===== config.mk =====
export PLATFORM = sky130hd
export DESIGN_NAME = filtro_fir_top_flat
export DESIGN_NICKNAME = d
export VERILOG_FILES = /design/src/rtl/fir_pkg.sv /design/src/rtl/filtro_fir_if.sv /design/src/rtl/fir_symbol_strobe.sv /design/src/rtl/filtro_fir_top.sv /design/src/flat_wrapper.sv
export SDC_FILE = /design/constraint.sdc
export NUM_CORES = 1
export LEC_CHECK = 0
export ABC_AREA = 1
export ABC_CLOCK_PERIOD_IN_PS = 6900
export BUFFER_PORTS_ARGS = -buffer_cell sky130_fd_sc_hd__buf_2
export CELL_PAD_IN_SITES_DETAIL_PLACEMENT = 0
export CELL_PAD_IN_SITES_GLOBAL_PLACEMENT = 1
export CORE_MARGIN = 5
export CORE_UTILIZATION = 45
export CTS_CLUSTER_DIAMETER = 120
export DETAILED_ROUTE_END_ITERATION = 8
export PLACE_DENSITY = 0.9
export SYNTH_ARGS = -nofsm -noshare
export SYNTH_HDL_FRONTEND = slang
export SYNTH_SLANG_ARGS = --single-unit

===== constraint.sdc =====
create_clock -name clock -period 6.9 [get_ports clock]
set_clock_uncertainty 0.05 [all_clocks]
set_input_delay 0.69 -clock clock [delete_from_list [all_inputs] [get_ports clock]]
set_output_delay 0.69 -clock clock [all_outputs]
set_load 0.01 [all_outputs]

===== src/rtl/fir_pkg.sv =====
// Shared constants for the transmit pulse shaper: oversampling ratio, widths,
// raised-cosine coefficients (beta=0.5, 4 sps) and the output clamp.
package fir_pkg;

   localparam int OSR       = 4;
   localparam int N_TAPS_PH = 6;
   localparam int N_TAPS    = OSR * N_TAPS_PH;
   localparam int NB_COEFF  = 8;
   localparam int NB_ACC    = 11;
   localparam int NB_OUT    = 8;
   localparam int NB_IDX    = $clog2(N_TAPS);

   // S(8,7) taps, centre at index 12; tap 4k+p belongs to polyphase branch p
   localparam logic signed [NB_COEFF-1:0] H [N_TAPS] = '{
      8'sd0,   8'sd1,   8'sd2,    8'sd3,    8'sd0,   -8'sd7,   -8'sd15, -8'sd16,
      8'sd0,   8'sd34,  8'sd77,   8'sd114,  8'sd127,  8'sd114,  8'sd77,  8'sd34,
      8'sd0,  -8'sd16, -8'sd15,  -8'sd7,    8'sd0,    8'sd3,    8'sd2,   8'sd1
   };

   localparam logic signed [NB_OUT-1:0] OUT_MAX = {1'b0, {(NB_OUT-1){1'b1}}};
   localparam logic signed [NB_OUT-1:0] OUT_MIN = {1'b1, {(NB_OUT-1){1'b0}}};

   function automatic logic signed [NB_OUT-1:0] saturate(
      input logic signed [NB_ACC-1:0] acc
   );
      if (acc > NB_ACC'(OUT_MAX))
         return OUT_MAX;
      else if (acc < NB_ACC'(OUT_MIN))
         return OUT_MIN;
      else
         return acc[NB_OUT-1:0];
   endfunction

endpackage


===== src/rtl/filtro_fir_if.sv =====
// Symbol-source / sample-sink bundle of the pulse shaper.
// slave: the shaper side; master: the bit source / sample consumer side.
interface filtro_fir_if
   import fir_pkg::*;
#(
   parameter int NB_OUTPUT = NB_OUT
);
   logic                        i_enable;
   logic                        i_data;
   logic                        o_valid;
   logic signed [NB_OUTPUT-1:0] o_data;

   modport slave (
      input  i_enable,
      input  i_data,
      output o_valid,
      output o_data
   );

   modport master (
      output i_enable,
      output i_data,
      input  o_valid,
      input  o_data
   );
endinterface


===== src/rtl/fir_symbol_strobe.sv =====
// Symbol strobe: free-running modulo-OSR counter, o_valid high while it sits
// on its last count so the source and the shift register advance together.
module fir_symbol_strobe
   import fir_pkg::*;
#(
   parameter int NB_COUNT = 2
) (
   input  logic clock,
   input  logic i_reset,
   input  logic i_enable,
   output logic o_valid
);

   if ((1 << NB_COUNT) != OSR) begin : g_bad_nb_count
      $error("fir_symbol_strobe: NB_COUNT must give 2**NB_COUNT == OSR");
   end

   logic [NB_COUNT-1:0] cnt;

   always_ff @(posedge clock or posedge i_reset) begin
      if (i_reset)
         cnt <= '0;
      else if (i_enable)
         cnt <= cnt + NB_COUNT'(1);
   end

   assign o_valid = (cnt == {NB_COUNT{1'b1}});

endmodule


===== src/rtl/filtro_fir_top.sv =====
// Polyphase 24-tap raised-cosine pulse shaper, 1-bit symbols upsampled by 4.
// Build option FIR_SATURATION_EN: clamp o_data; otherwise keep the low 8 bits.
module filtro_fir_top
   import fir_pkg::*;
#(
   parameter int NB_COUNT  = 2,
   parameter int NB_OUTPUT = 8,
   parameter int N_TAPS_PH = 6
) (
   input  logic        clock,
   input  logic        i_reset,
   filtro_fir_if.slave bus
);

   if (NB_COUNT != 2) begin : g_bad_nb_count
      $error("filtro_fir_top: only NB_COUNT = 2 is supported");
   end
   if (NB_OUTPUT != NB_OUT) begin : g_bad_nb_output
      $error("filtro_fir_top: NB_OUTPUT must match the package output width");
   end
   if (N_TAPS_PH != fir_pkg::N_TAPS_PH) begin : g_bad_taps
      $error("filtro_fir_top: N_TAPS_PH must match the coefficient table");
   end

   logic                        strobe;
   logic [N_TAPS_PH-1:0]        sr_p0;
   logic [NB_COUNT-1:0]         phase_p0;
   logic signed [NB_ACC-1:0]    acc_p0;
   logic signed [NB_OUTPUT-1:0] out_p0;
   logic signed [NB_OUTPUT-1:0] data_p1;

   fir_symbol_strobe #(
      .NB_COUNT (NB_COUNT)
   ) u_strobe (
      .clock    (clock),
      .i_reset  (i_reset),
      .i_enable (bus.i_enable),
      .o_valid  (strobe)
   );

   // Stage p0: symbol history (sr_p0[0] newest, 0 encodes -1) and branch select
   always_ff @(posedge clock or posedge i_reset) begin
      if (i_reset) begin
         sr_p0    <= '0;
         phase_p0 <= '0;
      end else if (bus.i_enable) begin
         if (strobe) begin
            sr_p0    <= {sr_p0[N_TAPS_PH-2:0], bus.i_data};
            phase_p0 <= '0;
         end else begin
            phase_p0 <= phase_p0 + NB_COUNT'(1);
         end
      end
   end

   // Symbols are +/-1, so each tap is an add or subtract of the coefficient
   always_comb begin
      logic [NB_IDX-1:0]          idx;
      logic signed [NB_COEFF-1:0] coef;
      acc_p0 = '0;
      idx    = '0;
      coef   = '0;
      for (int k = 0; k < N_TAPS_PH; k++) begin
         idx  = NB_IDX'(OSR * k) + NB_IDX'(phase_p0);
         coef = H[idx];
         if (sr_p0[k])
            acc_p0 = acc_p0 + NB_ACC'(coef);
         else
            acc_p0 = acc_p0 - NB_ACC'(coef);
      end
   end

`ifdef FIR_SATURATION_EN
   assign out_p0 = saturate(acc_p0);
`else
   assign out_p0 = acc_p0[NB_OUTPUT-1:0];
`endif

   // Stage p1: registered output sample
   always_ff @(posedge clock or posedge i_reset) begin
      if (i_reset)
         data_p1 <= '0;
      else if (bus.i_enable)
         data_p1 <= out_p0;
   end

   assign bus.o_valid = strobe;
   assign bus.o_data  = data_p1;

endmodule


===== src/flat_wrapper.sv =====
// flat-port wrapper written by rule: the top's interface ports become plain ports
module filtro_fir_top_flat import fir_pkg::*;
#(
   parameter int NB_COUNT  = 2,
   parameter int NB_OUTPUT = 8,
   parameter int N_TAPS_PH = 6
)
  (clock, i_reset, bus_i_enable, bus_i_data, bus_o_valid, bus_o_data);
  filtro_fir_if #(.NB_OUTPUT(NB_OUTPUT)) bus_i ();
  input  logic clock;
  input  logic i_reset;
  input wire logic [$bits(bus_i.i_enable)-1:0] bus_i_enable;
  input wire logic [$bits(bus_i.i_data)-1:0] bus_i_data;
  output wire logic [$bits(bus_i.o_valid)-1:0] bus_o_valid;
  output wire logic [$bits(bus_i.o_data)-1:0] bus_o_data;
  assign bus_i.i_enable = bus_i_enable;
  assign bus_i.i_data = bus_i_data;
  assign bus_o_valid = bus_i.o_valid;
  assign bus_o_data = bus_i.o_data;
  filtro_fir_top #(.NB_COUNT(NB_COUNT), .NB_OUTPUT(NB_OUTPUT), .N_TAPS_PH(N_TAPS_PH)) u_core (.clock(clock), .i_reset(i_reset), .bus(bus_i));
endmodule

After elaboration in Yosys (flattened, before gate mapping)
Memory sizes are Yosys's and may differ from the RTL's.
Index checks and enable logic that the tools add are counted.
{"block": "op_classes", "mul": 0, "addsub": 18, "bitwise_logic": 6, "n_div": 0, "n_mux": 19, "reduce_logical": 1, "shifts": 0, "magnitude_cmp": 6, "n_eq_ne": 1}
{"op": "$mux 8", "count": 18}
{"op": "$add 8x8->8", "count": 5}
{"op": "$sub 8x8->8", "count": 5}
{"op": "$ge 6x6->1 const B", "count": 6}
{"op": "$not 5->6", "count": 5}
{"op": "$add 4x2->5 const A", "count": 2}
{"op": "$add 5x2->5 const A", "count": 2}
{"op": "$sub 1x8->8 const A", "count": 1}
{"op": "$not 2->6", "count": 1}
{"op": "$add 2x1->2 const B", "count": 2}
{"op": "$add 3x2->4 const A", "count": 1}
{"op": "$eq 2x2->1 const B", "count": 1}
{"op": "$mux 2", "count": 1}
{"op": "$reduce_and 2->1", "count": 1}
{"block": "word_totals", "mem_count": 6, "romBits": 1536, "input_bits": 4, "elab_cells": 61, "register_bits": 18, "ram_bits": 0, "latch_bits": 0}
{"name": "(no name shown)", "words": 32, "width": 8, "rd": 1, "rd_ports_with_merged_regs": 0, "wr": 0, "line": "filtro_fir_top.sv:65", "rtl": "coef = H[idx];"}
{"name": "(no name shown)", "words": 32, "width": 8, "rd": 1, "rd_ports_with_merged_regs": 0, "wr": 0, "line": "filtro_fir_top.sv:65"}
{"name": "(no name shown)", "words": 32, "width": 8, "rd": 1, "rd_ports_with_merged_regs": 0, "wr": 0, "line": "filtro_fir_top.sv:65"}
{"name": "(no name shown)", "words": 32, "width": 8, "rd": 1, "rd_ports_with_merged_regs": 0, "wr": 0, "line": "filtro_fir_top.sv:65"}
{"name": "(no name shown)", "words": 32, "width": 8, "rd": 1, "rd_ports_with_merged_regs": 0, "wr": 0, "line": "filtro_fir_top.sv:65"}
{"name": "(no name shown)", "words": 32, "width": 8, "rd": 1, "rd_ports_with_merged_regs": 0, "wr": 0, "line": "filtro_fir_top.sv:65"}

Longest topological paths before layout
Gate-level depths: netlist (run 1).
{"block": "logic_depth", "ltp_word": 16, "depth_mapped": 43, "depth_no_buf": 43}

Cells and area by module
Synthesis (run 1) repeated with hierarchy kept, for this count alone.
{"block": "hier_totals", "cells_unflattened": 349, "area_unflattened_um2": 2378.5}
{"mod": "filtro_fir_top", "instances": 1, "area_each_um2": 2282.2, "cells_per_inst": 337, "seq_area_each_um2": 400.4}
{"mod": "fir_symbol_strobe", "instances": 1, "area_each_um2": 96.3, "cells_per_inst": 12, "seq_area_each_um2": 50.0}

Worst setup path before layout (run 1)
OpenSTA, ideal clock, no wires.
{"block": "synth_timing", "path_type": "reg-to-reg", "startpoint": "register u_core.phase_p0[0]", "endpoint": "register u_core.data_p1[7] (netlist: u_core.bus.o_data[7])", "path_stages_with_launch": 40, "t_required_ns": 6.733, "synth_period_minus_slack_ns": 5.247, "setup_time_ns": 0.117, "slack_ns": 1.653, "arrival_time_ns": 5.080, "path_cell_list": "dfrtp_1 inv_1 ha_1 nand2_2 inv_2 nand2_2 nand2_1 inv_1 ha_1 nor2_1 xor2_1 ha_1 a21oi_1 nand2_1 xnor2_1 inv_1 ha_1 xnor2_1 (+4 left out) nand2_1 nand2_1 a21oi_1 xnor2_1 ha_1 a21oi_1 o21ai_0 o21bai_1 inv_1 nand2_1 nand2_1 inv_1 nand2_1 nand2_1 inv_1 nand2_1 nand3_1 nand2_1"}
{"block": "synth_between", "elab_chain_len": 16}
{"item": "start, declared", "line": "filtro_fir_top.sv:27", "rtl": "logic [NB_COUNT-1:0] phase_p0;"}
{"item": "start signal, assigned", "line": "filtro_fir_top.sv:51", "rtl": "phase_p0 <= phase_p0 + NB_COUNT'(1);"}
{"item": "$not 2->6 (implied by the code)", "line": "filtro_fir_top.sv:65"}
{"item": "$mem_v2 32x8"}
{"item": "$mux 8 (implied by the code) (2 in series)", "line": "filtro_fir_top.sv:65"}
{"item": "$sub 1x8->8", "line": "filtro_fir_top.sv:69", "rtl": "acc_p0 = acc_p0 - NB_ACC'(coef);"}
{"item": "$mux 8", "line": "filtro_fir_top.sv:66", "rtl": "if (sr_p0[k])"}
{"item": "$sub 8x8->8 / $add 8x8->8 (equally long branches)", "line": "filtro_fir_top.sv:69, filtro_fir_top.sv:67"}
{"item": "$mux 8", "line": "filtro_fir_top.sv:66"}
{"item": "$sub 8x8->8 / $add 8x8->8 (equally long branches)", "line": "filtro_fir_top.sv:69, filtro_fir_top.sv:67"}
{"item": "$mux 8", "line": "filtro_fir_top.sv:66"}
{"item": "$sub 8x8->8 / $add 8x8->8 (equally long branches)", "line": "filtro_fir_top.sv:69, filtro_fir_top.sv:67"}
{"item": "$mux 8", "line": "filtro_fir_top.sv:66"}
{"item": "$sub 8x8->8 / $add 8x8->8 (equally long branches)", "line": "filtro_fir_top.sv:69, filtro_fir_top.sv:67"}
{"item": "$mux 8", "line": "filtro_fir_top.sv:66"}
{"item": "$sub 8x8->8 / $add 8x8->8 (equally long branches)", "line": "filtro_fir_top.sv:69, filtro_fir_top.sv:67"}
{"item": "$mux 8 (*)", "line": "filtro_fir_top.sv:66"}
{"item": "end signal, assigned", "line": "filtro_fir_top.sv:84", "rtl": "data_p1 <= out_p0;"}
{"item": "end, declared", "line": "filtro_fir_top.sv:30", "rtl": "logic signed [NB_OUTPUT-1:0] data_p1;"}
Every way passes the cells marked *; elsewhere a longest branch is shown, timed or not. The select of a mux whose other input is x is not followed.
A chain may end at the register's enable or synchronous reset.

Worst setup path after layout (run 1)
Ends and elaborated chain as after synthesis.

==> impl_metrics.toml, run 1 <==
[outcome]
status = "finished clean"

[die]
rows = 26
die_x_um = 83.45
num_io_pins = 13
core_um2 = 5172
start_util_pct = 46.93
dieArea_um2 = 6963
die_h_um = 83.45

[synth]
yosysSeqAreaShare_pct = 18.56
syn-cell-area_um2 = 2427
synth_area_per_cell_um2 = 6.780
synth_cells = 358
syn_nets = 402
ys_ff_latch = 18
ys.warnings.count = 0
synthDistinctLibCells = 32

[layout]
fillers = 536
final_util_pct = 50.34
final_common_cell = "nand2_1"
multi_input_area_um2 = 1710
layout_common_cells = "91 x nand2_1, 59 x inv_1, 36 x ha_1"
final_layout_size_suffix_gt1_share_pct = 8.919
antenna_cells = 0
layout.nets = 415
seqCellArea_um2 = 450.4
syn2layout_area_growth_pct = 7.268

[clock_network]
holdBufCountCts = 0
ctsResizeCount = 0
cts_buffers = 3
clock-sinks = 18
cts_tree = "built"
path_clk_slew_ns = 0.07
cts_max_path_buffers = 2
cts_setup_buffers = 0
cts-root-buf = "clkbuf_8"
htreeDepth = 1
clk_latency_ns = 0.25

[sta]
hold_viol_final = 0
worst_pin_slew_ns = 0.6979
period_needed_ns = 5.896
setup-tns-final_ns = 0
maxSlewViolCount = 0
setup_violations = 0
holdWs_ns = 0.4289
rsz0062_at_grt = "no"
setup_ws_ns = 1.004
relSlewSlack_pct = 53.43
post-route-period-util_pct = 85.46
max_freq_ghz = 0.1696

[routing]
routed_wl_mm = 5.117
routedWlPerCell_um = 11.63
first_iter_violations = 94
wl_met2_mm = 2.308
antenna_left = 0
wl_met3_um = 80
wl_met1_mm = 2.677
drc = 0
vias = 2170
highest_layer = "met4"
vias_per_cell = 4.932
dr.pass1.iters = 4

[hold_path]
min_path_type = "flip-flop to flip-flop"

[grt]
grt_util_all_layers_pct = 15.60
grt_pass1_vias = 2098
antenna_found_initial = 0
grt_max_degree = 19
grt_pass1_wl_mm = 9.356
overflow = 0

[setup_path]
r2r_slack_ns = 1.00
path_class = "flip-flop to flip-flop"
cp_slowest_cell = "dfrtp_1"
path_buf_inv = 8
crit_required_ns = 7.00
worstPathArrival_ns = 6.00
worst_path_largest_cell_delay_ns = 0.54
cpLargestDelayFamily = "adder cells"
path_max_fanout = 10
crit_top_cell = "nand2_1"
end_kind = "flip-flop"
cp-start-kind = "flip-flop"

[run]
maxCapViolCount = 0

[place]
dp_hpwl_mm = 4.330
place_congestion = 0.7863
portBuffers = 12
pre_cts_ws_ns = 1.029
[state kept, by name, summed over array words and instances, names as in the netlist]
register	count
u_core.phase_p0	2
u_core.bus.o_data	8
u_core.sr_p0	6
u_core.u_strobe.cnt	2
[final cells by class]
class	instances	share of cell area, %
clock buffer	4	2.114
inverter	64	9.226
multi-input combinational	272	65.69
sequential	18	17.30
tap	70	3.364
timing repair buffer	12	2.307
[metrics by stage]
stage | cells | cell area, um2
after detailed placement | 436 | 2549
after global routing | 440 | 2604
after floorplan | 358 | 2427
final | 440 | 2604
after CTS | 440 | 2604
after global placement | 436 | 2549
[cells by family (layout without fill, tap and decap cells)]
kind of cell	count (synthesis)	count (layout)	synth area share, %
AND/OR/NAND/NOR	137	137	24.07
AO/OA/AOI/OAI	69	69	15.15
buffers and inverters	68	80	10.98
adder cells (fa/ha/maj)	40	40	21.86
XOR/XNOR	26	26	9.382
flip-flops	18	18	18.56
[cell usage after synthesis (all sizes together)]
cell type	number	area [um2]
nand2	96	372.9
inv	63	236.5
ha	36	450.4
o21ai	32	163.9
a21oi	29	145.1
nor2	20	92.59
dfrtp	18	450.4
nand3	17	95.09
xor2	15	131.4
xnor2	11	96.34
fa	4	80.08
buf	2	18.77
clkbuf	2	7.510
o21bai	2	15.01
or2	2	12.51
a21boi	1	7.510
a21o	1	7.510
a31oi	1	6.260
clkinv	1	3.750
nand4	1	6.260
nor3	1	5.000
o22ai	1	6.260
o31a	1	8.760
o31ai	1	7.510
[per-layer routing]
layer | up-vias | global-route usage [%]
met1 | 976 | 22.44
met5 | - | 0
met4 | 0 | 3.947
met2 | 25 | 25.51
met3 | 5 | 0.7921
li1 | 1164 | -
[final timing paths]
kind                                              from                     end  cells after the start
worst max-delay path                u_core.phase_p0[0]    u_core.bus.o_data[7]                     39
worst min-delay path            u_core.u_strobe.cnt[0]  u_core.u_strobe.cnt[0]                      1
worst max register to register      u_core.phase_p0[0]    u_core.bus.o_data[7]                     39
worst min register to register  u_core.u_strobe.cnt[0]  u_core.u_strobe.cnt[0]                      1
max in group asynchronous                      i_reset    u_core.bus.o_data[3]                      2
min in group asynchronous                      i_reset    u_core.bus.o_data[0]                      2
Power of run 1 is not shown: default switching activity piles up to over one toggle a cycle in this logic, so the estimate is an artifact.
==> run 2: changes to the inputs <==
--- a/config.mk
+++ b/config.mk
@@ -11,10 +11,10 @@
 export CELL_PAD_IN_SITES_DETAIL_PLACEMENT = 0
 export CELL_PAD_IN_SITES_GLOBAL_PLACEMENT = 1
 export CORE_MARGIN = 5
-export CORE_UTILIZATION = 45
+export CORE_UTILIZATION = 35
 export CTS_CLUSTER_DIAMETER = 120
 export DETAILED_ROUTE_END_ITERATION = 8
-export PLACE_DENSITY = 0.9
+export PLACE_DENSITY = 0.74
 export SYNTH_ARGS = -nofsm -noshare
 export SYNTH_HDL_FRONTEND = slang
 export SYNTH_SLANG_ARGS = --single-unit
==> impl_metrics.toml, run 2 (same netlist as run 1, synthesis figures left out) <==
[grt]
antenna_found_initial = 0
grt_util_all_layers_pct = 12.82
overflow = 0
grt_max_degree = 19
grt_pass1_vias = 2009
grt_pass1_wl_mm = 9.204

[layout]
largest_reg_flops = 8
layout.nets = 415
syn2layout_area_growth_pct = 7.784
final_common_cell = "nand2_1"
stdcell_area_um2 = 2616
instances_no_fill = 450
final_util_pct = 38.72
antenna_cells = 0
final_layout_size_suffix_gt1_share_pct = 8.919
layout_common_cells = "91 x nand2_1, 59 x inv_1, 36 x ha_1"

[setup_path]
cp_slowest_cell = "dfrtp_1"
crit_end = "u_core.bus.o_data[7]"
worst_path_largest_cell_delay_ns = 0.55
r2r_slack_ns = 0.99
path_class = "flip-flop to flip-flop"
timing.rr.end = "u_core.bus.o_data[7]"
crit_start = "u_core.phase_p0[0]"
crit_top_cell = "nand2_1"
cp-start-kind = "flip-flop"
worstPathArrival_ns = 6.01
crit_required_ns = 6.99
rr_worst_depth = 39
end_kind = "flip-flop"
r2r_start = "u_core.phase_p0[0]"
path_max_fanout = 10

[routing]
vias_per_cell = 4.687
vias = 2109
drc = 0
antenna_left = 0
dr.pass1.iters = 4
first_iter_violations = 102
routedWlPerCell_um = 11.73
routed_wl_mm = 5.279

[clock_network]
holdBufCountCts = 0
clk_latency_ns = 0.26
cts_setup_buffers = 0
cts_tree = "built"
cts-root-buf = "clkbuf_8"
path_clk_slew_ns = 0.07
clock-sinks = 18
htreeDepth = 1
ctsResizeCount = 0
cts_buffers = 3
cts_max_path_buffers = 2

[sta]
setup-tns-final_ns = 0
hold_viol_final = 0
period_needed_ns = 5.914
max_freq_ghz = 0.1691
post-route-period-util_pct = 85.70
worst_pin_slew_ns = 0.6849
relSlewSlack_pct = 54.29
maxSlewViolCount = 0
setup_violations = 0
rsz0062_at_grt = "no"

[die]
num_io_pins = 13
die_h_um = 93.28
die_x_um = 93.28
dieArea_um2 = 8700
rows = 30
start_util_pct = 35.93
core_um2 = 6756

[hold_path]
hold_path.startpoint = "u_core.bus.o_data[2]"
min_path_type = "flip-flop to flip-flop"

[outcome]
status = "finished clean"

[run]
maxCapViolCount = 0

[place]
placed_area_um2 = 2561
portBuffers = 12
dp.cells = 446
dp_hpwl_mm = 4.422
place_congestion = 0.8213
run 2: cell counts in the layout (fill, tap and decap cells not counted):
No cell type changed its count.
run 2: area by class of cell:
type | instances | area [um2]
timing repair buffer | 12 | 60.06
tap | 80 | 100.1
clock buffer | 4 | 55.05
inverter | 64 | 240.2
multi-input combinational | 272 | 1710
fill | 733 | 4140
sequential | 18 | 450.4
run 2: how the worst min path moves through the flow:
stage / endpoint / cells past startpoint / slack, ns
after floorplan: u_core.u_strobe.cnt[0] / 1 / 0.39
after detailed placement: u_core.bus.o_data[2] / 2 / 0.41
after CTS: u_core.u_strobe.cnt[0] / 1 / 0.43
after global placement: u_core.bus.o_data[2] / 2 / 0.41
after global routing: u_core.bus.o_data[2] / 2 / 0.44
final: u_core.bus.o_data[2] / 2 / 0.42
run 2: stage by stage:
step,hold slack (ns),setup slack (ns)
floorplan,0.3948,1.653
global placement,0.4074,1.095
detailed placement,0.4111,1.022
CTS,0.4287,0.9807
global route,0.4415,0.2817
finish,0.4231,0.9864
run 2: routing by layer:
layer | part of all wire [%] | GRT usage (%) | wire, um | up-vias
li1 | - | - | - | 1163
met3 | 2.6 | 0.7241 | 136 | 4
met2 | 44 | 21.80 | 2333 | 24
met4 | 0.76 | 2.198 | 40 | 0
met5 | 0 | 0 | 0 | -
met1 | 52 | 18.05 | 2769 | 918
run 2: critical path: cells and delay by family (launching register included):
kind	cells	cell delay [ns]
flops	1	0.55
compound gates	6	0.88
xor+xnor	4	0.68
simple gates	15	1.15
fa+ha+maj	6	1.89
buf+inv	8	0.63
Power of run 2 is left out for the same reason.
